`src/rtl/demux_pkg.sv`:
```
// rtl/demux_pkg.sv - shared types, constants and arbitration helper for the demux channel buffer
package demux_pkg;

    localparam int DEFAULT_DATA_W = 8;

    typedef logic chan_t;

    localparam chan_t CH0 = 1'b0;
    localparam chan_t CH1 = 1'b1;

    // Round-robin pick between two requesters. When both are ready the one
    // that was not served last wins; otherwise whichever is ready is served.
    function automatic chan_t rr_pick(input logic avail_0, input logic avail_1, input chan_t last);
        if (avail_0 && avail_1) begin
            return (last == CH0) ? CH1 : CH0;
        end else if (avail_1) begin
            return CH1;
        end else begin
            return CH0;
        end
    endfunction

endpackage

```
`src/rtl/chan_fifo.sv`:
```
// rtl/chan_fifo.sv - single-clock per-channel FIFO with registered count
//
// Ports:
//   clk, rst   rising-edge clock, asynchronous active-high reset
//   push, din  write request and data; ignored while full
//   pop, dout  read request; dout shows the head entry whenever not empty
//   count      number of stored entries (0..DEPTH)
//   full       count == DEPTH
//   empty      count == 0
module chan_fifo
    import demux_pkg::*;
#(
    parameter int DATA_W = DEFAULT_DATA_W,
    parameter int DEPTH  = 4
) (
    input  logic                     clk,
    input  logic                     rst,
    input  logic                     push,
    input  logic                     pop,
    input  logic [DATA_W-1:0]        din,
    output logic [DATA_W-1:0]        dout,
    output logic [$clog2(DEPTH):0]   count,
    output logic                     full,
    output logic                     empty
);

    localparam int PW = $clog2(DEPTH);
    localparam logic [PW:0] FULL_CNT = (PW+1)'(DEPTH);

    logic [DATA_W-1:0] mem [DEPTH];
    logic [PW-1:0]     wr_ptr;
    logic [PW-1:0]     rd_ptr;
    logic              do_push;
    logic              do_pop;

    // Full/empty come from the count before the edge, so a push into a full
    // FIFO is dropped even when a pop happens on the same edge.
    assign do_push = push & ~full;
    assign do_pop  = pop & ~empty;

    assign full  = (count == FULL_CNT);
    assign empty = (count == '0);
    assign dout  = mem[rd_ptr];

    // Storage needs no reset: entries are only visible through valid counts.
    always_ff @(posedge clk) begin
        if (do_push) begin
            mem[wr_ptr] <= din;
        end
    end

    // Pointers are exactly log2(DEPTH) bits and wrap on their own.
    always_ff @(posedge clk or posedge rst) begin
        if (rst) begin
            wr_ptr <= '0;
            rd_ptr <= '0;
            count  <= '0;
        end else begin
            if (do_push) begin
                wr_ptr <= wr_ptr + 1'b1;
            end
            if (do_pop) begin
                rd_ptr <= rd_ptr + 1'b1;
            end
            case ({do_push, do_pop})
                2'b10:   count <= count + 1'b1;
                2'b01:   count <= count - 1'b1;
                default: count <= count;
            endcase
        end
    end

endmodule

```
`src/rtl/demux_chan_buffer.sv`:
```
// rtl/demux_chan_buffer.sv - two-channel receive buffer merging demux outputs round-robin
//
// Ports:
//   clk, rst                 rising-edge clock, asynchronous active-high reset
//   in_valid, in_sel         byte present on the selected demux output; select 0/1
//   in_data_0, in_data_1     demux outputs; only in_data_<in_sel> is captured
//   in_ready_0, in_ready_1   channel FIFO not full (from registered counts)
//   out_valid, out_ready     merged output handshake
//   out_data, out_chan       merged byte and its source channel
//   ovf_0, ovf_1             sticky overflow flags
//   clear_ovf                synchronous clear of both overflow flags
module demux_chan_buffer
    import demux_pkg::*;
#(
    parameter int DATA_W = DEFAULT_DATA_W,
    parameter int DEPTH  = 4
) (
    input  logic              clk,
    input  logic              rst,
    input  logic              in_valid,
    input  logic              in_sel,
    input  logic [DATA_W-1:0] in_data_0,
    input  logic [DATA_W-1:0] in_data_1,
    output logic              in_ready_0,
    output logic              in_ready_1,
    output logic              out_valid,
    input  logic              out_ready,
    output logic [DATA_W-1:0] out_data,
    output logic              out_chan,
    output logic              ovf_0,
    output logic              ovf_1,
    input  logic              clear_ovf
);

    localparam int CW = $clog2(DEPTH) + 1;
    localparam logic [CW-1:0] FULL_CNT = CW'(DEPTH);

    logic [DATA_W-1:0] dout_0;
    logic [DATA_W-1:0] dout_1;
    logic [CW-1:0]     count_0;
    logic [CW-1:0]     count_1;
    logic              full_0;
    logic              full_1;
    logic              empty_0;
    logic              empty_1;

    logic              push_0;
    logic              push_1;
    logic              pop_0;
    logic              pop_1;
    logic              ovf_set_0;
    logic              ovf_set_1;
    logic              load;
    chan_t             grant;
    chan_t             last_served;

    // Write side: the demux select decides which FIFO sees the byte.
    assign push_0 = in_valid & (in_sel == CH0);
    assign push_1 = in_valid & (in_sel == CH1);

    assign ovf_set_0 = push_0 & full_0;
    assign ovf_set_1 = push_1 & full_1;

    assign in_ready_0 = (count_0 != FULL_CNT);
    assign in_ready_1 = (count_1 != FULL_CNT);

    // The output stage refills when it is empty or being drained this edge.
    assign load  = (~out_valid | out_ready) & (~empty_0 | ~empty_1);
    assign grant = rr_pick(~empty_0, ~empty_1, last_served);
    assign pop_0 = load & (grant == CH0);
    assign pop_1 = load & (grant == CH1);

    chan_fifo #(
        .DATA_W (DATA_W),
        .DEPTH  (DEPTH)
    ) u_fifo_0 (
        .clk   (clk),
        .rst   (rst),
        .push  (push_0),
        .pop   (pop_0),
        .din   (in_data_0),
        .dout  (dout_0),
        .count (count_0),
        .full  (full_0),
        .empty (empty_0)
    );

    chan_fifo #(
        .DATA_W (DATA_W),
        .DEPTH  (DEPTH)
    ) u_fifo_1 (
        .clk   (clk),
        .rst   (rst),
        .push  (push_1),
        .pop   (pop_1),
        .din   (in_data_1),
        .dout  (dout_1),
        .count (count_1),
        .full  (full_1),
        .empty (empty_1)
    );

    // Output register plus the round-robin memory. last_served starts at CH1
    // so that channel 0 wins the first contended arbitration.
    always_ff @(posedge clk or posedge rst) begin
        if (rst) begin
            out_valid   <= 1'b0;
            out_data    <= '0;
            out_chan    <= CH0;
            last_served <= CH1;
        end else if (load) begin
            out_valid   <= 1'b1;
            out_data    <= (grant == CH1) ? dout_1 : dout_0;
            out_chan    <= grant;
            last_served <= grant;
        end else if (out_ready) begin
            out_valid   <= 1'b0;
        end
    end

    // Sticky overflow flags; a new overflow beats a simultaneous clear.
    always_ff @(posedge clk or posedge rst) begin
        if (rst) begin
            ovf_0 <= 1'b0;
            ovf_1 <= 1'b0;
        end else begin
            if (ovf_set_0) begin
                ovf_0 <= 1'b1;
            end else if (clear_ovf) begin
                ovf_0 <= 1'b0;
            end
            if (ovf_set_1) begin
                ovf_1 <= 1'b1;
            end else if (clear_ovf) begin
                ovf_1 <= 1'b0;
            end
        end
    end

endmodule
```
`config.mk`:
```
export PLATFORM = sky130hd
export DESIGN_NAME = demux_chan_buffer
export DESIGN_NICKNAME = d
export VERILOG_FILES = /design/src/rtl/demux_pkg.sv /design/src/rtl/chan_fifo.sv /design/src/rtl/demux_chan_buffer.sv
export SDC_FILE = /design/constraint.sdc
export NUM_CORES = 1
export LEC_CHECK = 0
export CAP_MARGIN = 20
export CORE_MARGIN = 2
export CORE_UTILIZATION = 45
export DETAILED_ROUTE_END_ITERATION = 8
export DONT_BUFFER_PORTS = 1
export SYNTH_ARGS = -nofsm -noshare
export SYNTH_HDL_FRONTEND = slang
export SYNTH_SLANG_ARGS = --single-unit
export TNS_END_PERCENT = 50
```
`constraint.sdc`:
```
create_clock -name clk -period 6.6 [get_ports clk]
set_input_delay 1.32 -clock clk [delete_from_list [all_inputs] [get_ports clk]]
set_output_delay 1.32 -clock clk [all_outputs]
set_load 0.02 [all_outputs]
```
======== Word level (Yosys, flattened, before mapping) ========
Memory sizes are Yosys's and may differ from the RTL's.
Cells that the tools add are included.
storage, ports and cells
  memory bits (read-only) ................. 0
  logic and storage cells ................. 73
  memory bits (writable) .................. 64
  bits in latches ......................... 0
  register bits ........................... 27
  memories kept ........................... 2
  input bits .............................. 22
  output and inout port bits .............. 14
operators by class
  reduce and logical (&&, ||, !) cells .... 8
  $add $sub $neg .......................... 8
  divide/modulo/power cells ............... 0
  multiplexer cells ....................... 15
  $mul .................................... 0
  magnitude comparators ................... 0
  equal/unequal tests ..................... 8
  bitwise gates (word level) .............. 20
  shift-type cells ........................ 0
memories
  name          words  width  rd ports  clocked after memory_dff  write ports  line             text
  u_fifo_0.mem  4      8      1         0                         1            chan_fifo.sv:30  logic [DATA_W-1:0] mem [DEPTH];
  u_fifo_1.mem  4      8      1         0                         1            chan_fifo.sv:30
operators by type and width
  kind                                                  count
  two-way mux 1 bit                                     12
  case mux 3 bit (2 select lines)                       2
  AND 1 bit                                             11
  nonzero test 2 bit                                    5
  adder 2 x 1 -> 2 bit (second input constant)          4
  two-way mux 8 bit                                     1
  NOT 1 bit                                             7
  adder 3 x 1 -> 3 bit (second input constant)          2
  equality test 3 bit (second input constant)           2
  zero test 3 bit                                       2
  inequality test 3 bit (second input constant)         2
  subtractor 3 x 1 -> 3 bit (second input constant)     2
  equality test 2 x 1 -> 1 bit (second input constant)  2
  equality test 2 bit (second input constant)           2
  OR 1 bit                                              2
  logical AND 1 bit                                     1

======== Depth between registers and ports, before layout ========
Gate-level depths: netlist of run 1.
  word-level depth ........................ 9
  mapped depth ............................ 10
  depth with buffers taken out ............ 9

======== Hierarchy ========
Synthesis of run 1 repeated with hierarchy kept, for this count alone.
unflattened totals
  cell total of the unflattened synthesis .. 222
  area, all modules ....................... 3838.7 um^2
by module, submodules not included
  module             seq. area each (um^2)  area an instance (um^2)  instances  cells each
  chan_fifo          1136.1                 1596.5                   2          80
  demux_chan_buffer  326.6                  645.6                    1          62

======== Least setup slack after synthesis of run 1 ========
OpenSTA, ideal clock, no wires.
  path type ............................... in2reg
  start point ............................. input port out_ready
  end point ............................... register u_fifo_1.count[2]
  path slack .............................. 3.596 ns
  cell stages on the path ................. 10
  arrival ................................. 2.924 ns
  required time ........................... 6.521 ns
  setup time .............................. 0.079 ns
  path buffers ............................ 1
  cell sequence ........................... nand2b_1 -> clkbuf_1 -> nand3_1 -> inv_1 -> ha_1 -> inv_1 -> fa_1 -> xor2_1 -> nor2_1 -> xor2_1
on the way
  word-level cells in the longest chain between the ends .. 6
  elaborated cells between the ends (all ways) .. 8
  those cells by class .................... eq/ne (2); mux (1); bitwise (4); reduce/logical (1)
RTL lines
  element                                                                       line                     text
  start: declaration                                                            demux_chan_buffer.sv:27  input logic out_ready,
  OR 1 bit (*)                                                                  demux_chan_buffer.sv:68  assign load = (~out_valid | out_ready) & (~empty_0 | ~empty_1);
  AND 1 bit (*)                                                                 demux_chan_buffer.sv:68
  AND 1 bit (*)                                                                 demux_chan_buffer.sv:71  assign pop_1 = load & (grant == CH1);
  AND 1 bit (*)                                                                 chan_fifo.sv:39          assign do_pop = pop & ~empty;
  named net u_fifo_1.do_pop                                                     chan_fifo.sv:34          logic do_pop;
  equality test 2 x 1 -> 1 bit / equality test 2 bit (equally long branches)    chan_fifo.sv:65          case ({do_push, do_pop})
  case mux 3 bit (2 select lines) / nonzero test 2 bit (equally long branches)  -
  end signal: assignment                                                        chan_fifo.sv:66          2'b10: count <= count + 1'b1;
  end signal: assignment                                                        chan_fifo.sv:67          2'b01: count <= count - 1'b1;
  end signal: assignment                                                        chan_fifo.sv:68          default: count <= count;
  end: declaration                                                              chan_fifo.sv:22          output logic [$clog2(DEPTH):0] count,
Mark *: on every way through the listed nets, which the timed path passes. The rest lies on a longest branch.
A chain may end at the register's enable or synchronous reset.

======== Worst setup path in the final report of run 1 ========
  start point ............................. input port out_ready
  end point ............................... register u_fifo_0.count[2]
on the way
  word-level cells in the longest chain between the ends .. 6
  elaborated cells between the ends (all ways) .. 8
  those cells by class .................... eq/ne (2); mux (1); bitwise (4); reduce/logical (1)
RTL lines
  element                                                                       line                     text
  OR 1 bit (*)                                                                  demux_chan_buffer.sv:68
  AND 1 bit (*)                                                                 demux_chan_buffer.sv:68
  AND 1 bit (*)                                                                 demux_chan_buffer.sv:70  assign pop_0 = load & (grant == CH0);
  AND 1 bit (*)                                                                 chan_fifo.sv:39
  equality test 2 x 1 -> 1 bit / equality test 2 bit (equally long branches)    chan_fifo.sv:65
  case mux 3 bit (2 select lines) / nonzero test 2 bit (equally long branches)  -
  end signal: assignment                                                        chan_fifo.sv:66
  end signal: assignment                                                        chan_fifo.sv:67
  end signal: assignment                                                        chan_fifo.sv:68
  end: declaration                                                              chan_fifo.sv:22
Every way passes the cells marked *; elsewhere a longest branch is shown, timed or not.

==> results.cfg, run 1 <==
[outcome]
status = completed

[clock_tree]
htreeDepth = 3
cts_tree = done
clk_pin_slew_worst_paths_ns = 0.09
insertion_delay_ns = 0.36
cts_made_buffers = 9
ctsHoldBuffers = 0
clkSinkCount = 91
ctsResizeCount = 0
clock_path_buffers = 2
cts_root_buf = clkbuf_8
cts_setup_buffers = 0

[yosys]
async_flop_share_pct = 29.67
yosysTopAreaCellShare_pct = 51.41
synth_cell_type_count = 36
yosys_register_bits = 91
netlist_area_mm2 = 0.003739
seq_area_frac_synth_pct = 69.51
yosysWarningCount = 0
syn_nets = 244
synth.area.top_cells = edfxtp_1 (51%), dfrtp_1 (17%), mux4_2 (9.6%)
synth_edf_count = 64
ys.flop_type = edfxtp_1
netlist.top_cell.by_area = edfxtp_1
synth_common_cells = edfxtp_1 (64), dfrtp_1 (26), inv_1 (18)
synth.most_common_cell = edfxtp_1
syn_area_per_cell_um2 = 17.80
synthCells = 210

[hold_path]
holdPathStages = 2
min_from = last_served$_DFFE_PP1P_
hold-path-endpoint = last_served$_DFFE_PP1P_
hold_class = reg2reg

[route]
drtIter0Drc = 82
dr.pass1.iters = 4
vias = 1741
wl_per_cell_um = 18.92
wl_um = 6149
drc = 0
drtAntennaViolNets = 0
routed_via_density = 5.357

[global_route]
grt_pass1_wl_um = 10120
antenna_found_initial = 0
overflow = 0
grt_pass1_vias = 1904
grt_use_total_pct = 15.54
grt_max_degree = 28

[critical_path]
critPathCaptureType = flip-flop
reg2reg_slack_ns = 3.83
critPathMaxFanout = 15
required_ns = 6.88
r2r_end = u_fifo_1.count[2]$_DFFE_PP0P_
critPathArrivalTime_ns = 3.17
cp-start-kind = input port
crit_type = in2reg
rr_worst_depth = 9
r2r-start = u_fifo_0.count[0]$_DFFE_PP0P_

[die]
dieArea_mm2 = 0.009054
fp.dieW_um = 95.15
io_pins = 36
floorplan.initialDensity_pct = 45.96
core_mm2 = 0.008134
num_rows = 33
die_y_um = 95.15

[cells_and_area]
area_growth_pct = 9.204
utilization_pct = 50.19
final_nets = 249
n_fill_cell = 663
num_antenna_cells = 0
drive_above_1_share_pct = 17.27

[timing]
finalHoldViolations = 0
fmax_ghz = 0.3456
rsz0062_at_grt = no
finalClockSkew_ns = 0.01249
slew_viol_final = 0
setup_viol = 0
setup_tns_ns = 0
relSlewSlack_pct = 37.91
worst_slew_pin_slew_ns = 0.9234
min_period_over_period_pct = 43.84
holdWs_ns = 0.5221
period_minus_slack_ns = 2.893

[place]
dp_hpwl_um = 4224
place_congestion = 0.7196
numPortBuffers = 0

[job]
drv_cap = 0

[pwr]
pwr-share-clk_pct = 23.9
swShare_pct = 32.29
p_sw_uw = 568.5
seqPwrFrac_pct = 51.7
vdd_ir_drop_max_uv = 177.6
p_comb_share_pct = 24.4
power.density_mw_per_mm2 = 431.2
internal-power_uw = 1192
p_leak_uw = 0.001492
## power by group through the flow
stage | clock [uW] | sequential [uW] | combinational (uW)
after floorplan | 0 | 841 | 414
after global placement | 0 | 924 | 430
after detailed placement | 0 | 926 | 435
after CTS | 431 | 914 | 437
after global routing | 456 | 935 | 490
final | 421 | 909 | 430
## per-layer routing
layer | share of wire (%) | routed length, um | track usage (%)
met3 | 4.2 | 259 | 4.822
met2 | 46 | 2827 | 22.59
met5 | 0 | 0 | 0
met1 | 48 | 2966 | 22.23
met4 | 1.5 | 95 | 5.435
## final cells by class
| type | count | area (um2) | share of cell area [%] |
|---|---|---|---|
| clock inverters | 6 | 95.09 | 2.329 |
| flip-flops and latches | 91 | 2599 | 63.65 |
| inverters | 18 | 67.56 | 1.655 |
| well taps | 105 | 131.4 | 3.218 |
| multi-input cells | 94 | 1035 | 25.34 |
| clock buffers | 10 | 127.6 | 3.126 |
| repair buffers | 1 | 27.53 | 0.6742 |
## flip-flops by register name (all words and copies together), names as in the netlist, 2 cells and up
register / cells
u_fifo_0.mem: 32
u_fifo_1.mem: 32
out_data: 8
u_fifo_0.count: 3
u_fifo_1.count: 3
u_fifo_0.rd_ptr: 2
u_fifo_0.wr_ptr: 2
u_fifo_1.rd_ptr: 2
u_fifo_1.wr_ptr: 2
## cell usage in the layout, fill, tap and decap left out, types with 2 or more instances in the layout
cell       instances
dfrtp_1           26
edfxtp_1          64
nand2_1            3
ha_1              10
mux4_2            16
inv_1             18
and4_1             8
nand2b_1           2
fa_1               2
mux2i_1            2
mux2_2             2
clkbuf_8           9
xor2_1             5
xnor2_1            7
inv_6              3
and2_1             8
bufinv_16          2
o22ai_1            2
a221o_1            8
o21ai_0            2
nor2_1             4
## how the worst max path moves through the flow
stage / slack, ns / to / start
after detailed placement: 3.34 / u_fifo_0.count[2]$_DFFE_PP0P_ / out_ready
after floorplan: 3.60 / u_fifo_1.count[2]$_DFFE_PP0P_ / out_ready
final: 3.71 / u_fifo_0.count[2]$_DFFE_PP0P_ / out_ready
after global routing: 3.51 / u_fifo_0.count[2]$_DFFE_PP0P_ / out_ready
after CTS: 3.71 / u_fifo_0.count[2]$_DFFE_PP0P_ / out_ready
after global placement: 3.37 / u_fifo_0.count[2]$_DFFE_PP0P_ / out_ready
## cells by family after synthesis
kind of cell    Yosys count  share of synthesized area, %
compound gates           18                         3.916
xor+xnor                 12                         2.811
fa+ha+maj                12                         4.418
buf+inv                  25                         2.811
flops                    91                         69.51
mux                      20                         10.78
simple gates             32                         5.756
## metrics by stage
step / power (uW) / instances / instance area (um2) / setup WS (ns)
2_1_floorplan: 1255 / 210 / 3739 / 3.596
3_3_place_gp: 1354 / 308 / 3832 / 3.371
3_5_place_dp: 1361 / 308 / 3832 / 3.338
4_1_cts: 1782 / 324 / 4055 / 3.710
5_1_grt: 1881 / 325 / 4083 / 3.505
6_report: 1760 / 325 / 4083 / 3.707
## worst max-delay path, cell delays in order
cell      delay (ns)
nand2b_1        0.34
o211a_1         0.43
ha_1            0.25
inv_1           0.06
fa_1            0.37
xor2_1          0.15
nor2_1          0.11
xor2_1          0.14
(Power assumes the default switching activity.)
==> inputs of run 2 (changes only) <==
- ABC_AREA: unset -> 1
- clock period: 6.6 -> 2.4 ns (I/O delays scaled with it)
==> run 2 against run 1 <==
Effect of this change:
- clock-buffer cell count grew 1
- first-iteration DRC count grew 38%
- total power grew to 3.0 times the previous value
- sequential power grew to 2.7 times the previous value
- flip-flop and latch count is the same
- core utilization shrank 0.20 points
- cell area grew 12%
- clock power grew 150%
- synthesized area grew 13%
- non-clock buffer count grew 13
- critical path depth grew 1
==> results.cfg, run 2 <==
[timing]
worst_slew_pin_slew_ns = 0.5019
setup_tns_ns = 0
rsz0062_at_grt = no
finalClockSkew_ns = 0.009662
finalHoldViolations = 0
holdWs_ns = 0.07187
min_period_over_period_pct = 89.74
fmax_ghz = 0.4643
period_minus_slack_ns = 2.154
slew_viol_final = 0
setup_viol = 0
relSlewSlack_pct = 66.54

[global_route]
grt_pass1_vias = 2614
overflow = 0
grt_pass1_wl_um = 12570
antenna_found_initial = 0
grt_max_degree = 28
grt_use_total_pct = 16.21

[clock_tree]
cts_setup_buffers = 0
ctsResizeCount = 0
clk_pin_slew_worst_paths_ns = 0.09
insertion_delay_ns = 0.35
cts_made_buffers = 9
ctsHoldBuffers = 0
htreeDepth = 3
clock_path_buffers = 2
cts_tree = done
clkSinkCount = 91
cts_root_buf = clkbuf_8

[die]
io_pins = 36
core_mm2 = 0.009153
num_rows = 35
floorplan.initialDensity_pct = 46.06
fp.dieW_um = 100.8
dieArea_mm2 = 0.01016
die_y_um = 100.8

[yosys]
synth_cell_type_count = 30
ys.flop_type = edfxtp_1
yosys_register_bits = 91
yosysWarningCount = 0
syn_area_per_cell_um2 = 10.21
synth.area.top_cells = edfxtp_1 (46%), dfrtp_1 (15%), nand2_1 (11%)
syn_nets = 447
synth.most_common_cell = nand2_1
synthCells = 413
synth_common_cells = nand2_1 (125), inv_1 (74), edfxtp_1 (64)
async_flop_share_pct = 29.67
netlist.top_cell.by_area = edfxtp_1
synth_edf_count = 64
seq_area_frac_synth_pct = 61.65
yosysTopAreaCellShare_pct = 45.59
netlist_area_mm2 = 0.004215

[critical_path]
critPathCaptureType = flip-flop
required_ns = 2.63
critPathArrivalTime_ns = 2.39
crit_type = reg2reg
crit_chain = nor2_2, nand2_1, nand3_2, ha_1, inv_1, fa_1, a21oi_1, o21ai_0, xor2_1
critical_path.max_stage_delay_ns = 0.42
critPathMaxFanout = 8
cp-start-kind = flip-flop
slowest_stage = dfrtp_1

[cells_and_area]
fin_area_mm2 = 0.004576
layoutNonFillerInstCount = 544
top_regs = u_fifo_0.mem: 32 flops, u_fifo_1.mem: 32 flops, out_data: 8 flops
most-common-layout-cells = nand2_1 (125), inv_1 (74), edfxtp_1 (64)
n_fill_cell = 834
num_antenna_cells = 0
final_nets = 462
layout_commonest_cell = nand2_1
area_growth_pct = 8.549
drive_above_1_share_pct = 12.93

[place]
place_area_mm2 = 0.004372
dp_cells = 528
place_congestion = 0.7343
numPortBuffers = 0
dp_hpwl_um = 5256

[job]
drv_cap = 0

[pwr]
power_uw = 5201
power.density_mw_per_mm2 = 1137
vdd_ir_drop_max_uv = 548.3
p_leak_uw = 0.002085

[route]
drtIter0Drc = 113
routed_via_density = 4.768
dr.pass1.iters = 4
wl_um = 7478
vias = 2594
drtAntennaViolNets = 0
drc = 0
wl_per_cell_um = 13.75

[outcome]
status = completed

[hold_path]
hold_class = in2async
run 2: cells by family (layout without fill, tap and decap cells):
kind of cell / after synthesis / in the layout / share of synthesized area (%)
compound gates: 13 / 13 / 2.019
buf+inv: 90 / 110 / 9.261
simple gates: 200 / 200 / 21.70
xor+xnor: 7 / 7 / 1.454
flops: 91 / 91 / 61.65
fa+ha+maj: 12 / 12 / 3.918
run 2: metal layers:
metal	vias to the layer above	GRT usage (%)	routed length, um
met1	1222	22.26	3506
met2	42	25.64	3627
met3	5	3.259	294
li1	1325	-	-
met5	-	0	0
met4	0	6.006	50
run 2: report_power, final:
part	internal (uW)	switching (uW)
clock network	514	534
logic	616	1130
registers	2030	386
total	3160	2050
run 2: layout make-up:
type / instances / area [um2] / share of cell area [%]
flip-flops and latches: 91 / 2599 / 56.80
multi-input cells: 232 / 1226 / 26.80
inverters: 80 / 302.8 / 6.617
clock buffers: 11 / 141.4 / 3.090
well taps: 111 / 138.9 / 3.035
repair buffers: 14 / 105.1 / 2.297
clock inverters: 5 / 62.56 / 1.367
run 2: final timing paths:
check	slack (ns)	end	cells after the start	from
setup / recovery	0.25	u_fifo_1.count[2]$_DFFE_PP0P_	9	u_fifo_1.count[0]$_DFFE_PP0P_
hold / removal	0.07	u_fifo_1.wr_ptr[1]$_DFFE_PP0P_	2	rst
setup reg to reg	0.25	u_fifo_1.count[2]$_DFFE_PP0P_	9	u_fifo_1.count[0]$_DFFE_PP0P_
hold reg to reg	0.51	last_served$_DFFE_PP1P_	2	last_served$_DFFE_PP1P_
max in group asynchronous	2.02	last_served$_DFFE_PP1P_	2	rst
min in group clk	0.22	u_fifo_1.mem[0][0]$_DFFE_PP_	0	in_data_1[0]
run 2: worst max-delay path: cells and delay by family, from the launching register on:
kind | cells | cell delay [ns]
buffers and inverters | 1 | 0.06
adder cells (fa/ha/maj) | 2 | 0.55
AND/OR/NAND/NOR | 3 | 0.62
AO/OA/AOI/OAI | 2 | 0.24
XOR/XNOR | 1 | 0.15
flip-flops | 1 | 0.42
run 2: through the flow:
| stage | utilization [%] | worst slack [ns] |
|---|---|---|
| global route | 49.99 | 0.07928 |
| finish | 49.99 | 0.2462 |
| global placement | 47.76 | 0.2832 |
| floorplan | - | 0.3905 |
| CTS | 49.99 | 0.2253 |
| detailed placement | 47.76 | 0.2474 |
